[src/rtl/ifu_fetch.sv]
// Instruction fetch stage: owns the PC, issues credit-limited imem reads and
// buffers returned words in an in-order queue feeding the decoder.
module ifu_fetch #(
   parameter logic [63:0] PC_RESET = 64'h0000_0000_8000_0000,
   parameter int unsigned FQ_DEPTH = 2
) (
   input  logic        clk,
   input  logic        rst,
   output logic        imem_req_valid,
   input  logic        imem_req_ready,
   output logic [63:0] imem_req_addr,
   input  logic        imem_rsp_valid,
   input  logic [31:0] imem_rsp_data,
   input  logic        redirect_valid,
   input  logic [63:0] redirect_pc,
   input  logic        halt,
   output logic        id_valid,
   input  logic        id_ready,
   output logic [63:0] id_pc,
   output logic [31:0] id_instr,
   output logic        halted
);

   localparam int unsigned PtrW = $clog2(FQ_DEPTH);
   localparam int unsigned CntW = $clog2(FQ_DEPTH + 1);

   typedef enum logic [0:0] {StRun, StHalt} state_e;

   state_e          state_q, state_d;
   logic [63:0]     fetch_pc_q, fetch_pc_d;
   logic [63:0]     rsp_pc_q, rsp_pc_d;
   logic [CntW-1:0] count_q, count_d;
   logic [CntW-1:0] outstanding_q, outstanding_d;
   logic [CntW-1:0] drop_q, drop_d;
   logic [PtrW-1:0] wr_ptr_q, wr_ptr_d;
   logic [PtrW-1:0] rd_ptr_q, rd_ptr_d;
   logic [63:0]     pc_mem    [FQ_DEPTH];
   logic [31:0]     instr_mem [FQ_DEPTH];

   logic [CntW:0]   inflight;
   logic [63:0]     redirect_tgt;
   logic            req_fire;
   logic            push;
   logic            pop;

   assign redirect_tgt = redirect_pc & ~64'h3;
   // Queued plus in-flight entries; bounding this by FQ_DEPTH keeps the queue from overflowing.
   assign inflight     = {1'b0, count_q} + {1'b0, outstanding_q};

   always_comb begin
      imem_req_valid = !rst && (state_q == StRun) && !redirect_valid
                       && (inflight < (CntW + 1)'(FQ_DEPTH));
      imem_req_addr  = fetch_pc_q;
      req_fire       = imem_req_valid && imem_req_ready;
      id_valid       = (count_q != '0);
      id_pc          = id_valid ? pc_mem[rd_ptr_q] : '0;
      id_instr       = id_valid ? instr_mem[rd_ptr_q] : '0;
      halted         = (state_q == StHalt);
      push           = imem_rsp_valid && (drop_q == '0) && !redirect_valid;
      pop            = id_valid && id_ready && !redirect_valid;
   end

   always_comb begin
      state_d       = state_q;
      fetch_pc_d    = fetch_pc_q;
      rsp_pc_d      = rsp_pc_q;
      count_d       = count_q;
      drop_d        = drop_q;
      wr_ptr_d      = wr_ptr_q;
      rd_ptr_d      = rd_ptr_q;
      outstanding_d = outstanding_q + CntW'(req_fire) - CntW'(imem_rsp_valid);

      if (redirect_valid) begin
         // Everything still in flight after this cycle belongs to the old path.
         fetch_pc_d = redirect_tgt;
         rsp_pc_d   = redirect_tgt;
         count_d    = '0;
         wr_ptr_d   = '0;
         rd_ptr_d   = '0;
         drop_d     = outstanding_d;
         state_d    = halt ? StHalt : StRun;
      end else begin
         if (req_fire) begin
            fetch_pc_d = fetch_pc_q + 64'd4;
         end
         if (imem_rsp_valid) begin
            if (drop_q != '0) begin
               drop_d = drop_q - CntW'(1);
            end else begin
               rsp_pc_d = rsp_pc_q + 64'd4;
            end
         end
         if (push) begin
            wr_ptr_d = wr_ptr_q + PtrW'(1);
         end
         if (pop) begin
            rd_ptr_d = rd_ptr_q + PtrW'(1);
         end
         count_d = count_q + CntW'(push) - CntW'(pop);
         if (halt) begin
            state_d = StHalt;
         end
      end
   end

   always_ff @(posedge clk) begin
      if (rst) begin
         state_q       <= StRun;
         fetch_pc_q    <= PC_RESET;
         rsp_pc_q      <= PC_RESET;
         count_q       <= '0;
         outstanding_q <= '0;
         drop_q        <= '0;
         wr_ptr_q      <= '0;
         rd_ptr_q      <= '0;
      end else begin
         state_q       <= state_d;
         fetch_pc_q    <= fetch_pc_d;
         rsp_pc_q      <= rsp_pc_d;
         count_q       <= count_d;
         outstanding_q <= outstanding_d;
         drop_q        <= drop_d;
         wr_ptr_q      <= wr_ptr_d;
         rd_ptr_q      <= rd_ptr_d;
      end
   end

   always_ff @(posedge clk) begin
      if (!rst && push) begin
         pc_mem[wr_ptr_q]    <= rsp_pc_q;
         instr_mem[wr_ptr_q] <= imem_rsp_data;
      end
   end

endmodule
[config.mk]
export PLATFORM = sky130hd
export DESIGN_NAME = ifu_fetch
export DESIGN_NICKNAME = d
export VERILOG_FILES = /design/src/rtl/ifu_fetch.sv
export SDC_FILE = /design/constraint.sdc
export NUM_CORES = 1
export LEC_CHECK = 0
export CAP_MARGIN = 40
export CORE_UTILIZATION = 53
export DETAILED_ROUTE_END_ITERATION = 16
export PLACE_DENSITY = 0.8
export SYNTH_ARGS = -nofsm -noshare
export SYNTH_HDL_FRONTEND = slang
export SYNTH_SLANG_ARGS = --single-unit
[constraint.sdc]
create_clock -name clk -period 7.8 [get_ports clk]
set_clock_uncertainty 0.2 [all_clocks]
set_input_delay 0.78 -clock clk [delete_from_list [all_inputs] [get_ports clk]]
set_output_delay 0.78 -clock clk [all_outputs]
set_load 0.005 [all_outputs]
### Word level (Yosys, flattened, before mapping)

Memories as Yosys holds them, arrays and structs flattened. A register that Yosys moved wholly into a read port is not among the register bits.
Cells that the tools add are included.

| cells by class | value |
|---|---|
| $add $sub $neg | 10 |
| $mul | 0 |
| div/mod/pow operators | 0 |
| $lt $le $gt $ge | 1 |
| equal/unequal tests | 1 |
| shift operators | 0 |
| mux-type cells | 19 |
| bitwise operators | 2 |
| reductions and logical operators | 22 |

Operators with widths:

| cell | number |
|---|---|
| $mux 64 | 6 |
| $add 64x3->64 const B | 2 |
| $mux 32 | 1 |
| $reduce_bool 2->1 | 6 |
| $logic_and 1x1->1 | 9 |
| $mux 1 | 9 |
| $mux 2 | 3 |
| $reduce_and 2->1 | 3 |
| $add 2x1->2 | 2 |
| $sub 2x1->2 | 2 |
| $add 2x2->3 | 1 |
| $lt 3x2->1 const B | 1 |
| $add 1x1->1 const B | 2 |
| $logic_not 1->1 | 2 |
| $logic_not 2->1 | 1 |
| $ne 2x2->1 const B | 1 |
| $not 1->1 | 2 |
| $reduce_or 2->1 | 1 |
| $sub 2x1->2 const B | 1 |

| word-level totals | value |
|---|---|
| bits in registers | 137 |
| latch bits | 0 |
| memory bits (writable) | 192 |
| ROM bits | 0 |
| input port bits | 103 |
| logic and storage cells | 67 |
| memories kept | 2 |

Memory list:

| name | words | bits a word | read ports | clocked after memory_dff | wr ports | RTL line | RTL |
|---|---|---|---|---|---|---|---|
| pc_mem | 2 | 64 | 1 | 1 | 1 | 37 | `logic [63:0] pc_mem [FQ_DEPTH];` |
| instr_mem | 2 | 32 | 1 | 1 | 1 | 38 | `logic [31:0] instr_mem [FQ_DEPTH];` |

### Logic depth before layout (Yosys ltp)

Gate-level depths: netlist of the first run.

| depth | value |
|---|---|
| word-level depth | 8 |
| mapped depth | 12 |
| depth with buffers taken out | 12 |

### Least setup slack after synthesis of the first run

Ideal clock, no wire load.

| path | value |
|---|---|
| path kind | input to register |
| from | in imem_rsp_valid |
| to | mem instr_mem[0][0], enable pin |
| arrival | 5.291 ns |
| setup slack | 1.761 ns |
| stages | 4 |
| buffers on the path | 1 |
| cell sequence | and2_1 > clkbuf_1 > nand2_1 > nor2_1 |

| on the way | value |
|---|---|
| word-level cells in the longest chain between the ends | 5 |

Ends and longest elaborated chain:

| item | RTL line | RTL |
|---|---|---|
| start: declaration | 12 | `input logic imem_rsp_valid,` |
| $logic_and 1x1->1 (2 in series) | 59 | `push = imem_rsp_valid && (drop_q == '0) && !redirect_valid;` |
| $logic_and 1x1->1 | 129 | `if (!rst && push) begin` |
| $mux 1 | 129 |  |
| $mux 1 (implied by the code) | 131 | `instr_mem[wr_ptr_q] <= imem_rsp_data;` |
| end: declaration | 38 |  |

Every way passes these cells.

==> results_dict.tcl, run 1 <==
set metrics [dict create \
    status "complete, no violations" \
    worstPathArrival_ns 3.07 \
    synth_warnings 0 \
    clock.fmax_ghz 0.247 \
    vdd_drop_max_uv 131 \
    whs_ns 0.322 \
    synth_compound_area_frac 0.117 \
    synth_area_leaders "edfxtp_1, dfxtp_1, mux2i_1" \
    antenna-diode-count 0 \
    p_sw_uw 951 \
    ctsHtreeMaxLevel 2 \
    worst_path_dominant_cell_family "buffers and inverters" \
    comb_power_share 0.097 \
    cellPowerDensity_nw_per_um2 212 \
    ys_seq_area_frac 0.563 \
    syn_avg_cell_area_um2 11.1 \
    synth_top_cell_by_area "edfxtp_1" \
    hold_start "imem_req_addr[63]" \
    synth_ff_type "edfxtp_1" \
    start_util 0.544 \
    rows 60 \
    clk_pin_slew_ns 0.06 \
    final-max-slew-violation-count 0 \
    avgViaCountPerCell 6.07 \
    die_w_um 169 \
    worst_pin_slew_ns 0.917 \
    netlist_instances 1338 \
    coreArea_um2 27200 \
    rrSetupSlack_ns 4.07 \
    pwr-share-seq 0.489 \
    synth_edf_count 188 \
    synth_top_family_by_area "simple AND/OR/NAND/NOR gates" \
    post-route-period-util 0.519 \
    setup-violations-final 0 \
    nFillCells 2032 \
    multi_input_area_um2 6130 \
    rsz0062_at_grt "no" \
    grt_pass1_vias 11400 \
    nets 1700 \
    fin_tns_setup_ns 0 \
    maxSlewHeadroom 0.389 \
    grt_antenna_before_repair 2 \
    cts_hold_buf 0 \
    cts_inserted_buffers 35 \
    synthAdderAreaFrac 0.00727 \
    wirelength_um 42100 \
    grt_pass1_wl_um 64200 \
    cts_root_buffer "clkbuf_16" \
    hold_viol 0 \
    die_y_um 169 \
    fin_crit_ns 4.05 \
    dp_cells 1924 \
    final_layout_size_suffix_gt1_frac 0.0594 \
    synth-simple-area-share 0.181 \
    path_cells "buf_4 > mux2i_1 > nor2_1 > clkdlybuf4s50_1" \
    fin_cells 1988 \
    min-delay-path-class "flop to flop" \
    internal_power_mw 3.07 \
    drt-initial-drc-count 1157 \
    first_pass_iters 5 \
    ant_nets 0 \
    end_kind "output port" \
    ys_seq_elements 322 \
    grt_use_total 0.291 \
    portBuffers 259 \
    cts_tree "done" \
    hold_path_depth 2 \
    die-area_um2 28600 \
    gp_congestion 0.915 \
    crit_path_max_incr_delay_ns 0.85 \
    avgRoutedWirePerCell_um 21.2 \
    max-cap-violations 0 \
    p_leak_nw 6.00 \
    r2r_end "imem_req_addr[60]" \
    cts_num_sinks 322 \
    final_common_cell "clkdlybuf4s50_1" \
    final_cell_mix "clkdlybuf4s50_1, edfxtp_1, nor2_1" \
    ys_async_sr_fraction 0 \
    area.growth.synth_to_final_pct 28.3 \
    seq_area_um2 8330 \
    reg2regPathDepth 8 \
    dpl.hpwl_um 29600 \
    grt_max_degree 81 \
    syn_area_um2 14800 \
    switching_share 0.236 \
    hold_end "imem_req_addr[63]" \
    total_power_mw 4.03 \
    yosys.area_share.xor_xnor 0.0414 \
    insertion_delay_ns 0.51 \
    cp.required_ns 6.82 \
    synth_mux_area_frac 0.0657 \
    cts.path.max_buffers 3 \
    worstPathMaxFanout 50 \
    yosysUniqueCellTypes 58 \
    cp_num_buf_inv 2 \
    drc 0 \
    path_class "flop to output port" \
    vias 12100 \
    synth.top_cell.area_share 0.382 \
    overflow 0 \
    r2r-start "count_q[0]" \
    cts_resized 0 \
    postCtsSetupBuffers 0 \
    power_frac_clock 0.413 \
    slowest_stage "dfxtp_4" \
    io_pins 266 \
    start_kind "flop" \
]
==> flip-flops by register name, indices dropped and copies added (netlist names), named ones only <==
signal,cells
imem_req_addr,62
instr_mem,64
halted,1
drop_q,2
rsp_pc_q,62
outstanding_q,2
wr_ptr_q,1
pc_mem,124
count_q,2
rd_ptr_q,1
==> power by group through the flow <==
stage / Combinational, mW / Sequential (mW) / Clock [mW]
2_1_floorplan: 0.189 / 1.98 / 0
4_1_cts: 0.389 / 1.97 / 1.68
3_3_place_gp: 0.374 / 2.00 / 0
6_report: 0.391 / 1.97 / 1.66
5_1_grt: 0.423 / 1.98 / 1.75
3_5_place_dp: 0.385 / 2.00 / 0
==> worst max path at each step <==
| stage | start | endpoint | slack, ns | cells past startpoint |
|---|---|---|---|---|
| 2_1_floorplan | imem_rsp_valid | instr_mem[0][0] | 1.76 | 4 |
| 3_3_place_gp | imem_rsp_valid | pc_mem[0][6] | 3.62 | 5 |
| 3_5_place_dp | imem_rsp_valid | pc_mem[0][4] | 3.73 | 6 |
| 4_1_cts | flop | id_pc[21] | 3.67 | 4 |
| 5_1_grt | flop | id_pc[21] | 3.54 | 4 |
| 6_report | flop | id_pc[13] | 3.75 | 4 |
==> worst register-to-register path: stages, from the launching register on <==
cell	delay [ns]
dfxtp_1	0.41
and2_1	0.17
fa_1	0.47
or4b_4	0.68
nor2_4	0.36
inv_2	0.22
or4_1	0.60
o31a_1	0.29
o31a_1	0.23
==> kinds of logic (layout without fill, tap and decap cells) <==
family	count (synthesis)	count (layout)
xor gates and xnor gates	70	70
adders and majority gates	8	8
other	1	4
AOI/OAI and AO/OA	235	235
buffers and inverters	88	363
and+or+nand+nor	517	517
DFF	322	322
muxes	97	97
==> metal layers <==
metal / up-vias / track usage / routed length, um
li1: 5581 / - / -
met1: 5757 / 0.410 / 18100
met2: 624 / 0.440 / 18400
met3: 106 / 0.0582 / 4090
met4: 0 / 0.117 / 1550
met5: - / 0 / 0
==> Yosys cell counts (all sizes together) (2+ instances only) <==
master	n
a211oi	20
o21ai	24
nand2	68
edfxtp	188
nand3	48
and4	11
and3	23
a21oi	11
or4	16
o311a	4
nor2	160
xnor2	34
o211ai	5
nor4b	2
a21boi	48
or3	11
dfxtp	134
nor4	42
o21a	56
nand4	75
nor3b	5
a31oi	14
a211o	2
nor2b	4
xor2	36
inv	20
ha	7
buf	19
clkbuf	49
a311oi	6
or2	5
nor3	36
mux2i	96
and2	6
nand2b	3
o31a	32
o31ai	8
==> final cells by class <==
cell class,instances,area share
timing repair buffer,279,0.147
inverter,20,0.00409
tap,372,0.0245
multi-input combinational,931,0.323
sequential,322,0.439
clock inverter,11,0.00501
clock buffer,53,0.0568
==> through the flow <==
step	instance area (um^2)	worst slack [ns]	util
final	19000	3.75	0.698
after global routing	19000	3.54	0.698
after CTS	19000	3.67	0.698
after detailed placement	17800	3.73	0.655
after global placement	17700	3.62	0.652
after floorplan	14800	1.76	-
(Power assumes the default switching activity.)
==> run 2, diff against run 1 <==
==> constraint.sdc (replaced) <==
create_clock -name clk -period 4.2 [get_ports clk]
set_clock_uncertainty 0.2 [all_clocks]
set_input_delay 0.42 -clock clk [delete_from_list [all_inputs] [get_ports clk]]
set_output_delay 0.42 -clock clk [all_outputs]
set_load 0.005 [all_outputs]
==> results_dict.tcl, run 2 (synthesized netlist as in run 1, its figures left out) <==
set metrics [dict create \
    status "complete, no violations" \
    die_y_um 169 \
    postCtsSetupBuffers 0 \
    vdd_drop_max_uv 248 \
    cp.required_ns 4.42 \
    insertion_delay_ns 0.52 \
    cts_num_sinks 322 \
    first_pass_iters 5 \
    area.growth.synth_to_final_pct 28.8 \
    fin_util 0.701 \
    cellPowerDensity_nw_per_um2 387 \
    hold_viol 0 \
    top_regs "pc_mem (124), instr_mem (64)" \
    r2r-start "count_q[0]" \
    coreArea_um2 27200 \
    gp_congestion 0.971 \
    hold_start "redirect_valid" \
    final_cell_mix "clkdlybuf4s50_1, edfxtp_1, nor2_1" \
    wirelength_um 43100 \
    start_kind "flop" \
    cts_hold_buf 0 \
    fin_crit_ns 3.49 \
    p_leak_nw 6.05 \
    fin_cells 2004 \
    vias 12200 \
    dp_cells 1939 \
    die_w_um 169 \
    path_class "flop to flop" \
    worstPathArrival_ns 3.71 \
    cts_inserted_buffers 35 \
    overflow 0 \
    avgViaCountPerCell 6.07 \
    nets 1715 \
    rsz0062_at_grt "no" \
    dpl.hpwl_um 30400 \
    fin_tns_setup_ns 0 \
    io_pins 266 \
    worst_pin_slew_ns 0.918 \
    rows 60 \
    drc 0 \
    grt_antenna_before_repair 2 \
    maxSlewHeadroom 0.387 \
    portBuffers 259 \
    grt_use_total 0.298 \
    clk_pin_slew_ns 0.07 \
    cts_resized 0 \
    regMostFlops "pc_mem" \
    grt_max_degree 96 \
    total_power_mw 7.36 \
    die-area_um2 28600 \
    end_kind "flop" \
    cts.path.max_buffers 3 \
    ant_nets 0 \
    cts_tree "done" \
    post-place-ws_ns 0.742 \
    grt_pass1_vias 11600 \
    final-max-slew-violation-count 0 \
    ctsHtreeMaxLevel 2 \
    crit_start "count_q[0]" \
    min-delay-path-class "input pin to flop" \
    drt-initial-drc-count 1223 \
    largest_reg_flops 124 \
    final_layout_size_suffix_gt1_frac 0.0681 \
    post-route-period-util 0.830 \
    start_util 0.544 \
    clock.fmax_ghz 0.287 \
    setup-violations-final 0 \
    max-cap-violations 0 \
    avgRoutedWirePerCell_um 21.5 \
    worstPathMaxFanout 13 \
    final_common_cell "clkdlybuf4s50_1" \
    grt_pass1_wl_um 65300 \
    cts_root_buffer "clkbuf_16" \
    worst_slack_ns 0.713 \
]
run 2: area by class of cell:
class                   instances  area (um^2)
multi-input cells             931         6130
clock inverters                16          130
diodes                          1         2.50
well taps                     372          465
fillers                      1995         8130
inverters                      20         76.3
flip-flops and latches        322         8330
repair buffers                294         2920
clock buffers                  48          986
run 2: worst max-delay path: stages (launching register included):
cell,delay [ns]
dfxtp_1,0.40
and2_1,0.16
fa_1,0.46
or4b_4,0.69
or2_1,0.35
or4_4,0.54
or4_1,0.43
a31oi_1,0.17
run 2: worst paths after layout:
kind                                           to  slack [ns]  cells past startpoint
worst max-delay path            imem_req_addr[46]        0.71                      7
worst min-delay path                         flop        0.27                      3
worst max register to register  imem_req_addr[46]        0.71                      7
worst min register to register      pc_mem[0][61]        0.31                      0
run 2: routing by layer:
| metal | track usage | up-vias | part of all wire |
|---|---|---|---|
| li1 | - | 5606 | - |
| met1 | 0.418 | 5811 | 0.43 |
| met2 | 0.468 | 662 | 0.44 |
| met3 | 0.0461 | 88 | 0.089 |
| met4 | 0.108 | 0 | 0.035 |
| met5 | 0 | - | 0 |
run 2: metrics by stage:
step | hold slack (ns) | instance area, um^2
floorplan | 0.240 | 14800
global placement | 0.278 | 17900
detailed placement | 0.295 | 17900
CTS | 0.263 | 19000
global route | 0.271 | 19000
finish | 0.266 | 19000
run 2: where the power goes:
part	switching (mW)	internal, mW
sequential	0.170	3.49
clock	1.25	1.72
combinational	0.355	0.383
total	1.77	5.59
==> run 3, diff against run 2 <==
--- a/config.mk
+++ b/config.mk
@@ -6,9 +6,9 @@
 export NUM_CORES = 1
 export LEC_CHECK = 0
 export CAP_MARGIN = 40
-export CORE_UTILIZATION = 53
+export CORE_UTILIZATION = 48
 export DETAILED_ROUTE_END_ITERATION = 16
-export PLACE_DENSITY = 0.8
+export PLACE_DENSITY = 0.77
 export SYNTH_ARGS = -nofsm -noshare
 export SYNTH_HDL_FRONTEND = slang
 export SYNTH_SLANG_ARGS = --single-unit
==> constraint.sdc (replaced) <==
create_clock -name clk -period 2.9 [get_ports clk]
set_clock_uncertainty 0.2 [all_clocks]
set_input_delay 0.29 -clock clk [delete_from_list [all_inputs] [get_ports clk]]
set_output_delay 0.29 -clock clk [all_outputs]
set_load 0.005 [all_outputs]
==> results_dict.tcl, run 3 (synthesized netlist as in run 1, its figures left out) <==
set metrics [dict create \
    cts_num_sinks 322 \
    start_util 0.494 \
    wirelength_um 44900 \
    die-area_um2 31500 \
    insertion_delay_ns 0.51 \
    clk_pin_slew_ns 0.06 \
    area.growth.synth_to_final_pct 35.2 \
    dpl.hpwl_um 32400 \
    status "finished, violations left" \
    fin_crit_ns 3.15 \
    path_class "flop to flop" \
    coreArea_um2 30000 \
    ctsHtreeMaxLevel 2 \
    vias 12500 \
    cts_root_buffer "clkbuf_16" \
    failed_checks "negative setup slack" \
    portBuffers 259 \
    fin_util 0.667 \
    p_leak_nw 6.57 \
    hold_viol 0 \
    largest_reg_flops 124 \
    top_regs "pc_mem (124), instr_mem (64)" \
    final_layout_size_suffix_gt1_frac 0.123 \
    cts_tree "done" \
    cellPowerDensity_nw_per_um2 539 \
    grt_max_degree 95 \
    drt-initial-drc-count 1039 \
    worst_pin_slew_ns 0.760 \
    worstPathArrival_ns 3.35 \
    grt_pass1_wl_um 67900 \
    final_cell_mix "clkdlybuf4s50_1, edfxtp_1, nor2_1" \
    maxSlewHeadroom 0.494 \
    cts.path.max_buffers 3 \
    grt_use_total 0.283 \
    overflow 0 \
    die_w_um 178 \
    end_kind "flop" \
    final_common_cell "clkdlybuf4s50_1" \
    grt_pass1_vias 11800 \
    post-route-period-util 1.09 \
    start_kind "flop" \
    nets 1794 \
    worstPathMaxFanout 5 \
    die_y_um 178 \
    worst_slack_ns -0.249 \
    gp_congestion 0.999 \
    min-delay-path-class "input pin to flop" \
    regMostFlops "pc_mem" \
    io_pins 266 \
    cp.required_ns 3.10 \
    max-cap-violations 0 \
    clock.fmax_ghz 0.318 \
    drc 0 \
    avgRoutedWirePerCell_um 21.4 \
    first_pass_iters 7 \
    vdd_drop_max_uv 359 \
    grt_antenna_before_repair 3 \
    post-place-ws_ns -0.213 \
    rsz0062_at_grt "yes" \
    final-max-slew-violation-count 0 \
    ant_nets 0 \
    cts_inserted_buffers 35 \
    total_power_mw 10.8 \
    rows 63 \
    avgViaCountPerCell 5.96 \
    setup-violations-final 23 \
]
run 3: changes by cell type in the layout (fill, tap and decap cells not counted), moves of 4 or more:
cell	change
clkinv_1	+4
buf_12	+7
nor4_4	+7
clkinv_2	-5
buf_6	+7
nor4_1	-9
buf_4	+66
run 3: final timing paths:
path                                        start                end  slack, ns  depth (start not counted)
worst min-delay path            imem_rsp_data[15]   instr_mem[0][15]       0.16                          1
worst max register to register   outstanding_q[0]  imem_req_addr[36]      -0.25                          7
worst max-delay path             outstanding_q[0]  imem_req_addr[36]      -0.25                          7
worst min register to register       rsp_pc_q[55]      pc_mem[0][55]       0.31                          0
run 3: critical path: stages (launching register included):
cell     delay (ns)
dfxtp_2        0.32
and2_4         0.15
fa_1           0.48
or4b_4         0.57
or2_4          0.27
or4_4          0.47
o31a_1         0.32
o31a_1         0.25
run 3: cell type report:
class / instances / area [um^2]
Tap cell: 390 / 488
Multi-Input combinational cell: 932 / 6360
Clock inverter: 15 / 131
Sequential cell: 322 / 8330
Inverter: 20 / 77.6
Fill cell: 2273 / 9960
Clock buffer: 49 / 970
Antenna cell: 1 / 2.50
Timing Repair Buffer: 372 / 3630
run 3: report_power, final:
| group | leakage [nW] | switching, mW | internal (mW) | total, mW |
|---|---|---|---|---|
| Clock | 0.537 | 1.76 | 2.52 | 4.28 |
| Combinational | 3.20 | 0.595 | 0.642 | 1.24 |
| Sequential | 2.83 | 0.208 | 5.05 | 5.26 |
run 3: what timing repair did:
action / in CTS / in global routing
setup buffers: 1 / 4
hold buffers: 1 / 0
setup endpoints to repair: 26 / 45
pin swaps: 4 / 16
endpoints found under the hold margin: 2 / 0
cloned: 1 / 0
resized for setup: 12 / 26
run 3: metal layers:
metal  wire, um  vias to the layer above  share of wire  global-route usage
met3       4110                      112          0.091              0.0510
met5         11                        -        0.00024                   0
met1      18700                     5995           0.42               0.387
met4       1760                        2          0.039               0.120
li1           -                     5769              -                   -
met2      20300                      644           0.45               0.440
run 3: through the flow:
step | hold WS [ns] | instances | setup TNS, ns | cell area, um^2
floorplan | 0.189 | 1341 | -1.41 | 14900
global placement | 0.282 | 2029 | -1.63 | 18600
detailed placement | 0.302 | 2029 | -2.01 | 18600
CTS | 0.134 | 2096 | -2.26 | 19800
global route | 0.145 | 2100 | -4.59 | 20000
finish | 0.158 | 2101 | -2.47 | 20000
